`src/rtl/alu_inverse.sv`:
```
// Inverse companion to the 4-bit ALU: recovers the other operand from an ALU result.
// Unpack, binary and BCD subtract finish in one cycle; divide runs a multi-cycle restoring loop.
module alu_inverse #(
    parameter int DIV_STEPS = 8
) (
    input  logic       clk,
    input  logic       reset,
    input  logic       start,
    input  logic [1:0] S,
    input  logic [7:0] Y,
    input  logic [3:0] B,
    output logic [7:0] Q,
    output logic [3:0] R,
    output logic       err,
    output logic       busy,
    output logic       done
);

    typedef enum logic [1:0] {IDLE, CALC, FIN} state_t;

    state_t     state;
    logic [3:0] cnt;
    logic [3:0] b_r;
    logic [7:0] quo;
    logic [3:0] rem;

    logic [8:0] bin_diff;
    logic [4:0] lo_diff;
    logic [7:0] bcd_q;
    logic       bcd_err;
    logic [4:0] trial;
    logic       ge;
    logic [4:0] step_rem;
    logic [7:0] step_quo;

    always_comb begin
        bin_diff = {1'b0, Y} - {5'b0, B};

        // A negative low-digit difference borrows ten from the high digit.
        lo_diff = {1'b0, Y[3:0]} - {1'b0, B};
        if (lo_diff[4])
            bcd_q = {Y[7:4] - 4'd1, lo_diff[3:0] + 4'd10};
        else
            bcd_q = {Y[7:4], lo_diff[3:0]};
        bcd_err = (Y[7:4] > 4'd9) || (Y[3:0] > 4'd9) || (B > 4'd9) ||
                  ((Y[7:4] == 4'd0) && lo_diff[4]);

        trial    = {rem, quo[7]};
        ge       = (trial >= {1'b0, b_r});
        step_rem = ge ? (trial - {1'b0, b_r}) : trial;
        step_quo = {quo[6:0], ge};
    end

    always_ff @(posedge clk) begin
        if (reset) begin
            state <= IDLE;
            cnt   <= 4'd0;
            b_r   <= 4'h0;
            quo   <= 8'h00;
            rem   <= 4'h0;
            Q     <= 8'h00;
            R     <= 4'h0;
            err   <= 1'b0;
            busy  <= 1'b0;
            done  <= 1'b0;
        end else begin
            done <= 1'b0;
            case (state)
                IDLE: begin
                    if (start) begin
                        busy  <= 1'b1;
                        state <= FIN;
                        done  <= 1'b1;
                        case (S)
                            2'b00: begin
                                Q   <= {4'h0, Y[7:4]};
                                R   <= Y[3:0];
                                err <= 1'b0;
                            end
                            2'b01: begin
                                Q   <= bin_diff[7:0];
                                R   <= 4'h0;
                                err <= bin_diff[8];
                            end
                            2'b10: begin
                                Q   <= bcd_err ? 8'h00 : bcd_q;
                                R   <= 4'h0;
                                err <= bcd_err;
                            end
                            default: begin
                                if (B == 4'h0) begin
                                    Q   <= 8'hFF;
                                    R   <= 4'h0;
                                    err <= 1'b1;
                                end else begin
                                    done  <= 1'b0;
                                    state <= CALC;
                                    b_r   <= B;
                                    quo   <= Y;
                                    rem   <= 4'h0;
                                    cnt   <= 4'd0;
                                end
                            end
                        endcase
                    end
                end
                CALC: begin
                    quo <= step_quo;
                    rem <= step_rem[3:0];
                    cnt <= cnt + 4'd1;
                    if (cnt == 4'(DIV_STEPS - 1)) begin
                        Q     <= step_quo;
                        R     <= step_rem[3:0];
                        // Partial remainder overflow would mean a broken divide.
                        err   <= step_rem[4];
                        done  <= 1'b1;
                        state <= FIN;
                    end
                end
                FIN: begin
                    busy  <= 1'b0;
                    state <= IDLE;
                end
                default: begin
                    busy  <= 1'b0;
                    state <= IDLE;
                end
            endcase
        end
    end

endmodule

```
`config.mk`:
```
export PLATFORM = sky130hd
export DESIGN_NAME = alu_inverse
export DESIGN_NICKNAME = d
export VERILOG_FILES = /design/src/rtl/alu_inverse.sv
export SDC_FILE = /design/constraint.sdc
export NUM_CORES = 1
export LEC_CHECK = 0
export ABC_AREA = 0
export CELL_PAD_IN_SITES_DETAIL_PLACEMENT = 1
export CELL_PAD_IN_SITES_GLOBAL_PLACEMENT = 2
export CORE_ASPECT_RATIO = 0.8
export CORE_MARGIN = 2
export CORE_UTILIZATION = 35
export DETAILED_ROUTE_END_ITERATION = 16
export GPL_TIMING_DRIVEN = 0
export PLACE_DENSITY = 0.83
export SLEW_MARGIN = 20
export SYNTH_ARGS = -nofsm -noshare
export SYNTH_HDL_FRONTEND = slang
export SYNTH_SLANG_ARGS = --single-unit
```
`constraint.sdc`:
```
create_clock -name clk -period 6.1 [get_ports clk]
set_input_delay 0.61 -clock clk [delete_from_list [all_inputs] [get_ports clk]]
set_output_delay 0.61 -clock clk [all_outputs]
set_load 0.05 [all_outputs]
```
==> impl_metrics.csv, run 1 <==
group,metric,value,unit
status,status,"finished, final reports clean",
clocking,cts_tree,"done",
floorplan,fp.dieW,98.09,um
layout,areaGrowthSynthToFinish,19.99,%
route,drc,0,
sta,drv_slew,0,
pwr,powerDensity,221.6,nW/um^2
layout,nets,377,
clocking,cts.hold.buffers_added,0,
pwr,combinationalPowerShare,32.0,%
pwr,p_leak,1.119,nW
floorplan,io_pins,32,
critical_path,crit_type,"in2reg",
pwr,switchingPower,0.2323,mW
clocking,post_cts_resize_count,0,
clocking,clk_pin_slew_worst_paths,80,ps
synth,synth.area.top_cells,"dfxtp_1, ha_1, nor2_1",
grt,track_usage,20.45,%
sta,fmax,0.3145,GHz
route,viasPerCell,5.523,
route,wl_per_cell,17.96,um
pwr,seqPwrFrac,40.6,%
synth,synth_ff_type,"dfxtp_1",
synth,synth.top_cell.area_share,29.88,%
pwr,clkPwrFrac,27.4,%
route,first_pass_iters,4,
sta,fin_skew,6.288,ps
sta,rsz0062_at_grt,"false",
clocking,clk_path_buf_depth,2,
clocking,post_cts.repair.setup_buffers,0,
floorplan,core,6858,um^2
route,ant_nets,0,
route,finalWirelength,7.686,mm
sta,hold_violations,0,
job,cap_violations,0,
floorplan,die_height,79.27,um
synth,synth_most_common_cell,"nor2_1",
synth,ys_ff_latch,37,
route,vias,2364,
layout,antenna_cells,0,
pwr,internal-power,0.4269,mW
clocking,root_buffer,"clkbuf_8",
synth,synthDistinctLibCells,54,
synth,syn_area_per_cell,8.153,um^2
place,numPortBuffers,30,
sta,tns,0,ps
hold_path,min-delay-path-class,"reg2reg",
sta,setup_violations,0,
synth,synth_largest_area_cell,"dfxtp_1",
sta,slew_headroom,60.75,%
synth,yosys-top-cells-count,"nor2_1, dfxtp_1, nand2_1",
sta,final.period_utilization,52.13,%
critical_path,endpoint_kind,"flip-flop",
layout,drive_gt1_share,5.865,%
layout,final_util,43.37,%
clocking,htreeDepth,2,
synth,postSynthCellCount,304,
route,initialDrtViolationCount,144,
place,dp_hpwl,6.048,mm
critical_path,path_max_fanout,5,
grt,grt_pass1_wl,12.39,mm
layout,final_cell_area,2974,um^2
grt,grt_overflow,0,
grt,grt_max_degree,11,
grt,grt_pass1_vias,2336,
floorplan,initial_core_util,36.14,%
critical_path,worstPathArrival,3350,ps
place,dpl_cell_area,2888,um^2
sta,tightest_slew,583.5,ps
floorplan,num_rows,27,
synth,async_flop_share,0,%
sta,timing.final.crit_period,3180,ps
synth,synth_edf_count,0,
clocking,cts.sink_count,37,
critical_path,crit_required,6270,ps
synth,synth_area,2479,um^2
pwr,switching_share,35.23,%
grt,antenna_found_initial,0,
floorplan,dieArea,7775,um^2
synth,syn-num-nets,340,
clocking,clock_latency,290,ps
synth,yosys_warnings,0,
synth,synth-seq-area-share,29.88,%
clocking,numCtsBuffers,5,
pwr,peakVddDrop,0.00009778,V
place,gp_congestion,0.8199,
critical_path,worst_setup_path_start_kind,"input port",
## flip-flops by register name, summed over array words and instances (netlist names), 2 cells and up
register  flops
Q             8
R             4
b_r           4
cnt           4
quo           8
rem           4
state         2
## power groups by stage
| stage | clock network [mW] | logic (mW) | registers [mW] |
|---|---|---|---|
| floorplan | 0 | 0.111 | 0.302 |
| global placement | 0 | 0.206 | 0.272 |
| detailed placement | 0 | 0.210 | 0.273 |
| CTS | 0.183 | 0.211 | 0.267 |
| global route | 0.194 | 0.229 | 0.270 |
| finish | 0.180 | 0.211 | 0.267 |
## cells by family (layout without fill, tap and decap cells)
kind of cell / count (synthesis) / count (layout) / share of synthesized area (%)
AOI/OAI and AO/OA: 93 / 93 / 28.62
DFF: 37 / 37 / 29.88
adders and majority gates: 19 / 19 / 10.20
buffers and inverters: 39 / 76 / 6.865
muxes: 2 / 2 / 0.8581
and+or+nand+nor: 106 / 106 / 20.19
xor gates and xnor gates: 8 / 8 / 3.382
## final timing paths
path	start	endpoint	slack, ps	depth (start not counted)
max reg2reg	state[0]	R[1]	3820	5
min reg2reg	Q[5]	Q[5]	480	2
min	Q[5]	Q[5]	480	2
max	B[0]	Q[3]	2920	9
## layer usage
layer | part of all wire [%] | wire length, um | up-vias | GRT usage (%)
li1 | - | - | 1178 | -
met1 | 54 | 4166 | 1133 | 30.90
met2 | 41 | 3165 | 44 | 29.79
met3 | 3.5 | 267 | 9 | 3.961
met4 | 1.1 | 87 | 0 | 4.583
met5 | 0 | 0 | - | 0
## critical path, cell delays in order
cell and delay, ps:
clkdlybuf4s50_1 590, ha_1 180, inv_1 50, fa_1 390
a21o_1 250, a21oi_1 410, a21boi_0 320, a221oi_1 450
o22ai_1 110
## final cells by class
type,count,area [um^2]
fillers,849,3884
multi-input cells,228,1568
clock buffers,7,86.33
plain buffers,19,95.09
inverters,20,75.07
repair buffers,30,300.3
well taps,87,108.9
flip-flops and latches,37,740.7
## stage by stage
step,worst slack [ps],total power [mW],hold slack [ps],cells
6_report,2920,0.6592,475.4,428
5_1_grt,2718,0.6929,504.1,428
4_1_cts,2907,0.6611,479.7,428
3_5_place_dp,2591,0.4826,462.0,421
3_3_place_gp,2570,0.4785,444.2,421
2_1_floorplan,3595,0.4127,445.2,304
## layout by cell type, fill, tap and decap left out, drive strengths merged, types with 7 or more instances in the layout
cell,n
a21oi,19
ha,17
clkbuf,20
nand3,7
nand2,28
o21a,7
inv,20
dfxtp,37
clkdlybuf4s50,30
a211oi,9
a311oi,11
nor2,38
(Power assumes the default switching activity.)
==> run 2, diff against run 1 <==
--- a/config.mk
+++ b/config.mk
@@ -10,10 +10,10 @@
 export CELL_PAD_IN_SITES_GLOBAL_PLACEMENT = 2
 export CORE_ASPECT_RATIO = 0.8
 export CORE_MARGIN = 2
-export CORE_UTILIZATION = 35
+export CORE_UTILIZATION = 30
 export DETAILED_ROUTE_END_ITERATION = 16
 export GPL_TIMING_DRIVEN = 0
-export PLACE_DENSITY = 0.83
+export PLACE_DENSITY = 0.76
 export SLEW_MARGIN = 20
 export SYNTH_ARGS = -nofsm -noshare
 export SYNTH_HDL_FRONTEND = slang
==> constraint.sdc (replaced) <==
create_clock -name clk -period 2.9 [get_ports clk]
set_input_delay 0.29 -clock clk [delete_from_list [all_inputs] [get_ports clk]]
set_output_delay 0.29 -clock clk [all_outputs]
set_load 0.05 [all_outputs]
==> impl_metrics.csv, run 2 (same netlist as run 1, synthesis figures left out) <==
group,metric,value,unit
critical_path,endpoint_kind,"flip-flop",
hold_path,hp-start,"Q[5]",
clocking,cts.sink_count,37,
critical_path,path_max_fanout,3,
layout,antenna_cells,0,
sta,fmax,0.3736,GHz
clocking,clock_latency,300,ps
critical_path,crit_family,"adder cells",
route,finalWirelength,7.916,mm
grt,grt_max_degree,12,
critical_path,crit_type,"in2reg",
layout,seq_area,740.7,um^2
critical_path,r2r_start,"state[0]",
sta,hold_violations,0,
route,wl_per_cell,17.59,um
route,ant_nets,0,
hold_path,min-delay-path-class,"reg2reg",
pwr,p_leak,1.122,nW
clocking,cts.hold.buffers_added,0,
floorplan,fp.dieW,105.6,um
floorplan,io_pins,32,
clocking,post_cts_resize_count,0,
route,vias,2367,
grt,grt_overflow,0,
sta,tightest_slew,665.4,ps
sta,timing.final.crit_period,2677,ps
route,viasPerCell,5.260,
route,first_pass_iters,4,
clocking,clk_pin_slew_worst_paths,80,ps
grt,track_usage,18.46,%
sta,fin_skew,8.171,ps
layout,fill_cells,984,
layout,final_cell_mix,"nor2_1, dfxtp_1, clkdlybuf4s50_1, nand2_1, inv_1",
floorplan,die_height,85.30,um
layout,areaGrowthSynthToFinish,21.05,%
sta,drv_slew,0,
grt,grt_pass1_wl,12.83,mm
critical_path,cpMaxStageDelayCell,"clkdlybuf4s50_1",
pwr,seqPwrFrac,41.0,%
layout,nets,377,
pwr,combinationalPowerShare,32.5,%
critical_path,reg2reg_slack,680,ps
job,cap_violations,0,
floorplan,dieArea,9010,um^2
layout,reg.largest.list,"Q x8, quo x8",
pwr,peakVddDrop,0.0001574,V
grt,grt_pass1_vias,2389,
clocking,numCtsBuffers,5,
place,numPortBuffers,30,
critical_path,crit_required,3070,ps
critical_path,path_cells,"clkdlybuf4s50_1, inv_1, ha_1, inv_1, fa_1, xor2_1, ha_1, a211oi_1, xnor3_1, a221oi_1, o22ai_1",
critical_path,worstPathArrival,2840,ps
place,dpl_cell_area,2914,um^2
sta,rsz0062_at_grt,"false",
pwr,internal-power,0.8764,mW
place,pre_cts_ws,-191.4,ps
status,status,"finished, final reports clean",
clocking,cts_tree,"done",
layout,final_cell_area,3000,um^2
layout,final_common_cell,"nor2_1",
route,drc,0,
sta,slew_headroom,55.08,%
clocking,root_buffer,"clkbuf_8",
critical_path,worst_setup_path_start_kind,"input port",
clocking,post_cts.repair.setup_buffers,0,
pwr,switchingPower,0.4963,mW
sta,layout_setup_ws,223.4,ps
clocking,htreeDepth,2,
critical_path,max_stage_delay,500,ps
grt,antenna_found_initial,0,
hold_path,hold_path_end,"Q[5]",
route,initialDrtViolationCount,107,
floorplan,initial_core_util,31.05,%
floorplan,num_rows,29,
place,dp_hpwl,6.183,mm
sta,final.period_utilization,92.30,%
hold_path,hold_depth,2,
pwr,powerDensity,457.5,nW/um^2
pwr,clkPwrFrac,26.5,%
pwr,switching_share,36.16,%
critical_path,path_buf_inv,3,
sta,setup_violations,0,
layout,drive_gt1_share,6.433,%
floorplan,core,7983,um^2
layout,multi_input_area,1572,um^2
critical_path,r2r_cells,5,
place,gp_congestion,0.8566,
clocking,clk_path_buf_depth,2,
critical_path,r2r-end,"R[1]",
## run 2: cell count changes in the layout (fill, tap and decap cells not counted), sizes merged
cell    before  now
clkbuf      20   19
clkinv       0    2
## run 2: through the flow
stage	util [%]	hold WS [ps]	TNS [ps]	cells	power, mW
floorplan	-	433.9	0	304	0.8681
global placement	36.50	443.7	-531.3	442	1.011
detailed placement	36.50	451.9	-384.3	442	1.016
CTS	37.54	470.2	0	450	1.377
global route	37.59	512.7	0	450	1.454
finish	37.59	459.9	0	450	1.373
## run 2: per-layer routing
metal  vias to the layer above  wire length [um]  GRT usage [%]
met3                         7               305          3.226
li1                       1174                 -              -
met2                        43              3304          27.74
met1                      1143              4231          27.52
met4                         0                75          4.067
met5                         -                 0              0
## run 2: worst max-delay path by stage
| stage | start | depth (start not counted) | end |
|---|---|---|---|
| after floorplan | Y[0] | 10 | Q[3] |
| after global placement | Y[0] | 10 | Q[3] |
| after detailed placement | B[0] | 9 | Q[3] |
| after CTS | Y[0] | 10 | Q[3] |
| after global routing | Y[0] | 11 | Q[3] |
| final | Y[0] | 11 | Q[3] |
## run 2: area by class of cell
| type | count | share of cell area, % |
|---|---|---|
| clock buffer | 6 | 2.419 |
| inverter | 20 | 2.502 |
| tap | 108 | 4.504 |
| sequential | 37 | 24.69 |
| clock inverter | 2 | 0.3336 |
| timing repair buffer | 30 | 10.01 |
| buffer | 19 | 3.169 |
| multi-input combinational | 228 | 52.38 |
## run 2: worst register-to-register path, cell delays in order, from the launching register on
cell and delay (ps):
dfxtp_1 310, clkbuf_1 310, nor2b_1 510, clkbuf_1 470, o21ai_0 240, a311oi_1 300
## run 2: power by group through the flow
stage | logic [mW] | registers, mW | clock network, mW
final | 0.446 | 0.563 | 0.364
after global routing | 0.489 | 0.567 | 0.398
after CTS | 0.444 | 0.563 | 0.370
after detailed placement | 0.441 | 0.575 | 0
after global placement | 0.436 | 0.574 | 0
after floorplan | 0.233 | 0.635 | 0
==> run 3, diff against run 2 <==
--- a/config.mk
+++ b/config.mk
@@ -6,6 +6,7 @@
 export NUM_CORES = 1
 export LEC_CHECK = 0
 export ABC_AREA = 0
+export CAP_MARGIN = 20
 export CELL_PAD_IN_SITES_DETAIL_PLACEMENT = 1
 export CELL_PAD_IN_SITES_GLOBAL_PLACEMENT = 2
 export CORE_ASPECT_RATIO = 0.8
==> results of run 3 <==
Final layout, timing and power as in run 2 (identical DEF).
==> patch 1, RTL diff (settings of run 3) <==
Add an input register stage for `start`, `S`, `Y` and `B`, cleared by the reset; this delays them by one clock.
--- a/src/rtl/alu_inverse.sv
+++ b/src/rtl/alu_inverse.sv
@@ -18,6 +18,25 @@
 
     typedef enum logic [1:0] {IDLE, CALC, FIN} state_t;
 
+    logic start_q;
+    logic [1:0] S_q;
+    logic [7:0] Y_q;
+    logic [3:0] B_q;
+
+    always_ff @(posedge clk) begin
+        if (reset) begin
+            start_q <= '0;
+            S_q     <= '0;
+            Y_q     <= '0;
+            B_q     <= '0;
+        end else begin
+            start_q <= start;
+            S_q     <= S;
+            Y_q     <= Y;
+            B_q     <= B;
+        end
+    end
+
     state_t     state;
     logic [3:0] cnt;
     logic [3:0] b_r;
@@ -34,16 +53,16 @@
     logic [7:0] step_quo;
 
     always_comb begin
-        bin_diff = {1'b0, Y} - {5'b0, B};
+        bin_diff = {1'b0, Y_q} - {5'b0, B_q};
 
         // A negative low-digit difference borrows ten from the high digit.
-        lo_diff = {1'b0, Y[3:0]} - {1'b0, B};
+        lo_diff = {1'b0, Y_q[3:0]} - {1'b0, B_q};
         if (lo_diff[4])
-            bcd_q = {Y[7:4] - 4'd1, lo_diff[3:0] + 4'd10};
+            bcd_q = {Y_q[7:4] - 4'd1, lo_diff[3:0] + 4'd10};
         else
-            bcd_q = {Y[7:4], lo_diff[3:0]};
-        bcd_err = (Y[7:4] > 4'd9) || (Y[3:0] > 4'd9) || (B > 4'd9) ||
-                  ((Y[7:4] == 4'd0) && lo_diff[4]);
+            bcd_q = {Y_q[7:4], lo_diff[3:0]};
+        bcd_err = (Y_q[7:4] > 4'd9) || (Y_q[3:0] > 4'd9) || (B_q > 4'd9) ||
+                  ((Y_q[7:4] == 4'd0) && lo_diff[4]);
 
         trial    = {rem, quo[7]};
         ge       = (trial >= {1'b0, b_r});
@@ -67,14 +86,14 @@
             done <= 1'b0;
             case (state)
                 IDLE: begin
-                    if (start) begin
+                    if (start_q) begin
                         busy  <= 1'b1;
                         state <= FIN;
                         done  <= 1'b1;
-                        case (S)
+                        case (S_q)
                             2'b00: begin
-                                Q   <= {4'h0, Y[7:4]};
-                                R   <= Y[3:0];
+                                Q   <= {4'h0, Y_q[7:4]};
+                                R   <= Y_q[3:0];
                                 err <= 1'b0;
                             end
                             2'b01: begin
@@ -88,15 +107,15 @@
                                 err <= bcd_err;
                             end
                             default: begin
-                                if (B == 4'h0) begin
+                                if (B_q == 4'h0) begin
                                     Q   <= 8'hFF;
                                     R   <= 4'h0;
                                     err <= 1'b1;
                                 end else begin
                                     done  <= 1'b0;
                                     state <= CALC;
-                                    b_r   <= B;
-                                    quo   <= Y;
+                                    b_r   <= B_q;
+                                    quo   <= Y_q;
                                     rem   <= 4'h0;
                                     cnt   <= 4'd0;
                                 end
Check against the original RTL: not equivalent (Yosys sat finds a counterexample within 4 cycles, from zero or initial values and one cycle with reset high).
==> patch 1 against run 3 <==
  * Final area is 13% higher
  * Non-clock buffer count is the same
  * Setup slack gained 0.080 ns
  * Final cell count is 3.3% higher
  * Synthesized cell count up 2.3%
  * First-iteration DRC count down 6.5%
  * Power is 29% higher
  * Count of clock-buffer cells in the layout up 1
  * Clock skew is 0.0010 ns lower
  * Routed wire length down 1.1%
  * Area after synthesis up 11%
  * Critical path depth decreased by 2
  * Sequential cell count rose by 15
  * Maximum frequency rose by 3.1%
  * Critical path type is now flip-flop to flip-flop
  * Highest routed layer unchanged
==> patch 1: results (changes against run 3) <==
Placed design
  – HPWL Detailed: 6055 um (was 6183 um)
  – Final GP Congestion: 0.8643 (was 0.8566)
  – I/O Buffers: 31 (was 30)

Pwr
  – VDD IR-drop max: 0.0002296 V (was 0.0001574 V)
  – Leak Pwr: 1.233 nW (was 1.122 nW)

Global route
  – Met1 Use GR: 22.40% (was 27.52%)
  – Met3 usage: 2.483% (was 3.226%)
  – First-pass GRT wire length: 12690 um (was 12830 um)
  – Total grt overflow: 0 (unchanged)
  – Pin count of the biggest net entering global routing: 16 (was 12)
  – Gr usage total: 16.49% (was 18.46%)
  – Met2 usage: 28.39% (was 27.74%)
  – Number of global-route vias before repair: 2369 (was 2389)

Hold path
  – Worst hold start: busy (was Q[5])
  – Hold Path Sink: busy (was Q[5])
  – Worst Hold Class: flip-flop to flip-flop (unchanged)
  – Min-Delay Path Depth: 1 (was 2)

Clock network
  – H-tree depth: 2 (unchanged)
  – CTS buffer count: 5 (unchanged)
  – Clock slew at reported path FFs: 0.07 ns
  – Post-CTS sizing: 0 (unchanged)
  – Worst-Skew Late Latency: 0.29 ns
  – CTS root buffer: clkbuf_16 (was clkbuf_8)

Detailed routing
  – WL met3: 406 um (was 305 um)
  – WL met1: 3834 um (was 4231 um)
  – DRT Pass-1 Iters: 4 (unchanged)
  – Routed WL per cell: 16.84 um (was 17.59 um)
  – Via count: 2364 (was 2367)
  – Metal2 WL: 3535 um (was 3304 um)
  – Initial DRC count: 100 (was 107)

Cells and area
  – # nets final: 385 (was 377)
  – Share of cells above drive strength 1: 6.857% (was 6.433%)
  – Biggest regs: Q (8), Y_q (8), quo (8) (was Q (8), quo (8))
  – Fillers: 1071 (was 984)

Yosys
  – Synth top area cells: dfxtp_1, ha_1, nor2b_1 (was dfxtp_1, ha_1, nor2_1)
  – Register area share after synthesis: 37.87% (was 29.88%)
  – Synth cell count leaders: dfxtp_1, nor2_1, nand2_1 (was nor2_1, dfxtp_1, nand2_1)
  – Netlist cell types: 53 (was 54)
  – Mapped Nets: 347 (was 340)

Outcome
  – Status: finished, final reports clean (unchanged)

Critical path
  – Largest fanout on the critical path: 6 (was 3)
  – Top cell family by delay on the critical path: compound AO/OA/AOI/OAI gates (was adder cells)
  – Max incr delay on CP: 0.41 ns (was 0.50 ns)
  – R2R depth: 9 (was 5)
  – Arr. time, crit path: 2.79 ns (was 2.84 ns)
  – Setup slack, reg-to-reg: 0.30 ns (was 0.68 ns)
  – Crit path kind: flip-flop to flip-flop (was input pin to flip-flop)
  – R2r startpoint: b_r[1] (was state[0])
  – CP max-delay cell: mux2_2 (was clkdlybuf4s50_1)

Timing
  – Slew HR: 54.62% (was 55.08%)
  – Max Clock Skew: 0.007131 ns (was 0.008171 ns)
-- patch 1: cell count changes after synthesis, sizes merged, moves of 5 or more --
cell,change
a21o,-5
a21oi,-5
and2,+5
dfxtp,+15
inv,-5
nor2b,+17
xor2,+7
-- patch 1: stage by stage --
stage          setup slack [ns]  std cells  instance area (um^2)  hold slack [ns]  util (%)
2_1_floorplan            0.6567        311                  2749           0.4182         -
3_3_place_gp             0.3412        457                  3203           0.4520     35.60
3_5_place_dp             0.3347        457                  3203           0.4561     35.60
4_1_cts                  0.3247        465                  3386           0.4735     37.63
5_1_grt                  0.1016        465                  3386           0.4853     37.63
6_report                 0.3032        465                  3386           0.4702     37.63
-- patch 1: logic make-up (layout without fill, tap and decap cells) --
group | Yosys count | after routing | synth area share, %
and+or+nand+nor | 122 | 122 | 22.44
AOI/OAI and AO/OA | 65 | 65 | 18.71
DFF | 52 | 52 | 37.87
buffers and inverters | 33 | 72 | 5.097
adders and majority gates | 19 | 19 | 9.194
xor gates and xnor gates | 14 | 14 | 4.461
muxes | 6 | 6 | 2.230
-- patch 1: final cells by class --
type                    count  area (um^2)  area share [%]
multi-input cells         226         1568           46.30
flip-flops and latches     52         1041           30.75
repair buffers             31        310.3           9.165
clock buffers               7        152.6           4.508
well taps                 115        143.9           4.250
plain buffers              18        83.83           2.476
inverters                  15        56.30           1.663
clock inverters             1        30.03          0.8869
-- patch 1: where the power goes --
group / leakage, nW / switching, mW / internal, mW
logic: 0.718 / 0.174 / 0.121
clock network: 0.0901 / 0.259 / 0.455
registers: 0.425 / 0.0235 / 0.739
total: 1.23 / 0.457 / 1.31
==> patch 2, RTL diff (config.mk and constraints of run 3) <==
Made on the original files. Set the parameter `DIV_STEPS` to 7 (it was 8).
--- a/src/rtl/alu_inverse.sv
+++ b/src/rtl/alu_inverse.sv
@@ -1,7 +1,7 @@
 // Inverse companion to the 4-bit ALU: recovers the other operand from an ALU result.
 // Unpack, binary and BCD subtract finish in one cycle; divide runs a multi-cycle restoring loop.
 module alu_inverse #(
-    parameter int DIV_STEPS = 8
+    parameter int DIV_STEPS = 7
 ) (
     input  logic       clk,
     input  logic       reset,
Formal check against the unedited RTL: not equivalent (a bounded check fails within 10 cycles, from zero or initial values and one cycle with reset high).
==> patch 2 against run 3 <==
  * Setup slack worse by 0.11 ns
  * Routed wire length increased by 0.68%
  * Count of clock-buffer cells in the layout unchanged
  * Clock skew shrank 0.0021 ns
  * Sequential cell count unchanged
  * Final area fell by 1.8%
  * Power shrank 1.6%
  * Area after synthesis decreased by 2.0%
  * Via count down 0.63%
  * Non-clock buffer count decreased by 4
  * Register-to-register slack better by 0.10 ns
  * Sequential power hardly changed
  * Largest cell class unchanged
  * Highest routed layer unchanged
==> patch 2: results (changes against run 3) <==
Global route
  – Gr usage total: 18.63% (was 18.46%)
  – Number of global-route vias before repair: 2379 (was 2389)
  – First-pass GRT wire length: 12850 um (was 12830 um)

Hold path
  – Worst hold start: reset (was Q[5])
  – Worst Hold Class: input pin to flip-flop (was flip-flop to flip-flop)
  – Hold Path Sink: err (was Q[5])

Placed design
  – Final GP Congestion: 0.8265 (was 0.8566)
  – Placed Cells incl. Taps: 433 (was 442)

Pwr
  – VDD IR-drop max: 0.0001514 V (was 0.0001574 V)
  – Leak Pwr: 1.107 nW (was 1.122 nW)

Critical path
  – Arr. time, crit path: 2.96 ns (was 2.84 ns)
  – Reg2reg end: R[3] (was R[1])
  – Worst Setup SP: B[0] (was Y[0])
  – R2R depth: 7 (was 5)
  – R2r startpoint: b_r[1] (was state[0])
  – Largest fanout on the critical path: 5 (was 3)
  – Setup slack, reg-to-reg: 0.78 ns (was 0.68 ns)

Yosys
  – Register area share after synthesis: 30.50% (was 29.88%)
  – Synth cell count leaders: dfxtp_1, nor2_1, nand2_1 (was nor2_1, dfxtp_1, nand2_1)
  – Synth top area cells: dfxtp_1, ha_1, nor2_1 (unchanged)
  – Netlist cell types: 56 (was 54)
  – Synth warn: 0 (unchanged)
  – Mapped Nets: 332 (was 340)
  – Avg Inst Size Synth: 8.232 um^2 (was 8.153 um^2)

Clock network
  – Post-CTS setup buffer count: 0 (unchanged)

Detailed routing
  – Routed WL per cell: 18.07 um (was 17.59 um)

Cells and area
  – # nets final: 369 (was 377)
  – Share of cells above drive strength 1: 5.706% (was 6.433%)

Timing
  – Slew HR: 57.07% (was 55.08%)
  – Hold slack final: 0.3925 ns (was 0.4599 ns)

Outcome
  – Status: finished, final reports clean (unchanged)
[patch 2: per-layer routing]
layer | GRT usage (%) | vias to the layer above | wire [um]
li1 | - | 1141 | -
met1 | 28.03 | 1154 | 4239
met2 | 27.99 | 50 | 3376
met3 | 3.416 | 7 | 294
met4 | 3.152 | 0 | 59
met5 | 0 | - | 0
[patch 2: cell families after synthesis]
kind of cell / Yosys count / synth area share (%)
xor gates and xnor gates: 12 / 4.946
buffers and inverters: 35 / 6.491
muxes: 5 / 2.061
and+or+nand+nor: 109 / 22.15
AOI/OAI and AO/OA: 77 / 22.93
adders and majority gates: 20 / 10.92
DFF: 37 / 30.50
[patch 2: power breakdown]
group	switching (mW)	total [mW]	internal [mW]
registers	0.0228	0.564	0.541
clock network	0.193	0.360	0.167
logic	0.264	0.427	0.162
[patch 2: layout make-up]
type	instances	area, um^2
Fill cell	994	4964
Multi-Input combinational cell	223	1530
Sequential cell	37	740.7
Timing Repair Buffer	30	300.3
Tap cell	108	135.1
Buffer	15	82.58
Inverter	20	75.07
Clock buffer	6	72.57
Clock inverter	2	10.01
[patch 2: critical path: stages]
cell and delay [ns]:
clkdlybuf4s50_1 0.58, ha_1 0.18, inv_1 0.05, fa_1 0.40
a21o_1 0.27, a211o_1 0.37, and3_1 0.25, a221oi_1 0.43
o2bb2ai_1 0.13
[patch 2: metrics by stage]
stage	worst slack [ns]	utilization, %
floorplan	0.7506	-
global placement	-0.1719	36.21
detailed placement	-0.1707	36.21
CTS	0.1362	37.25
global route	0.01978	37.25
finish	0.1153	37.25
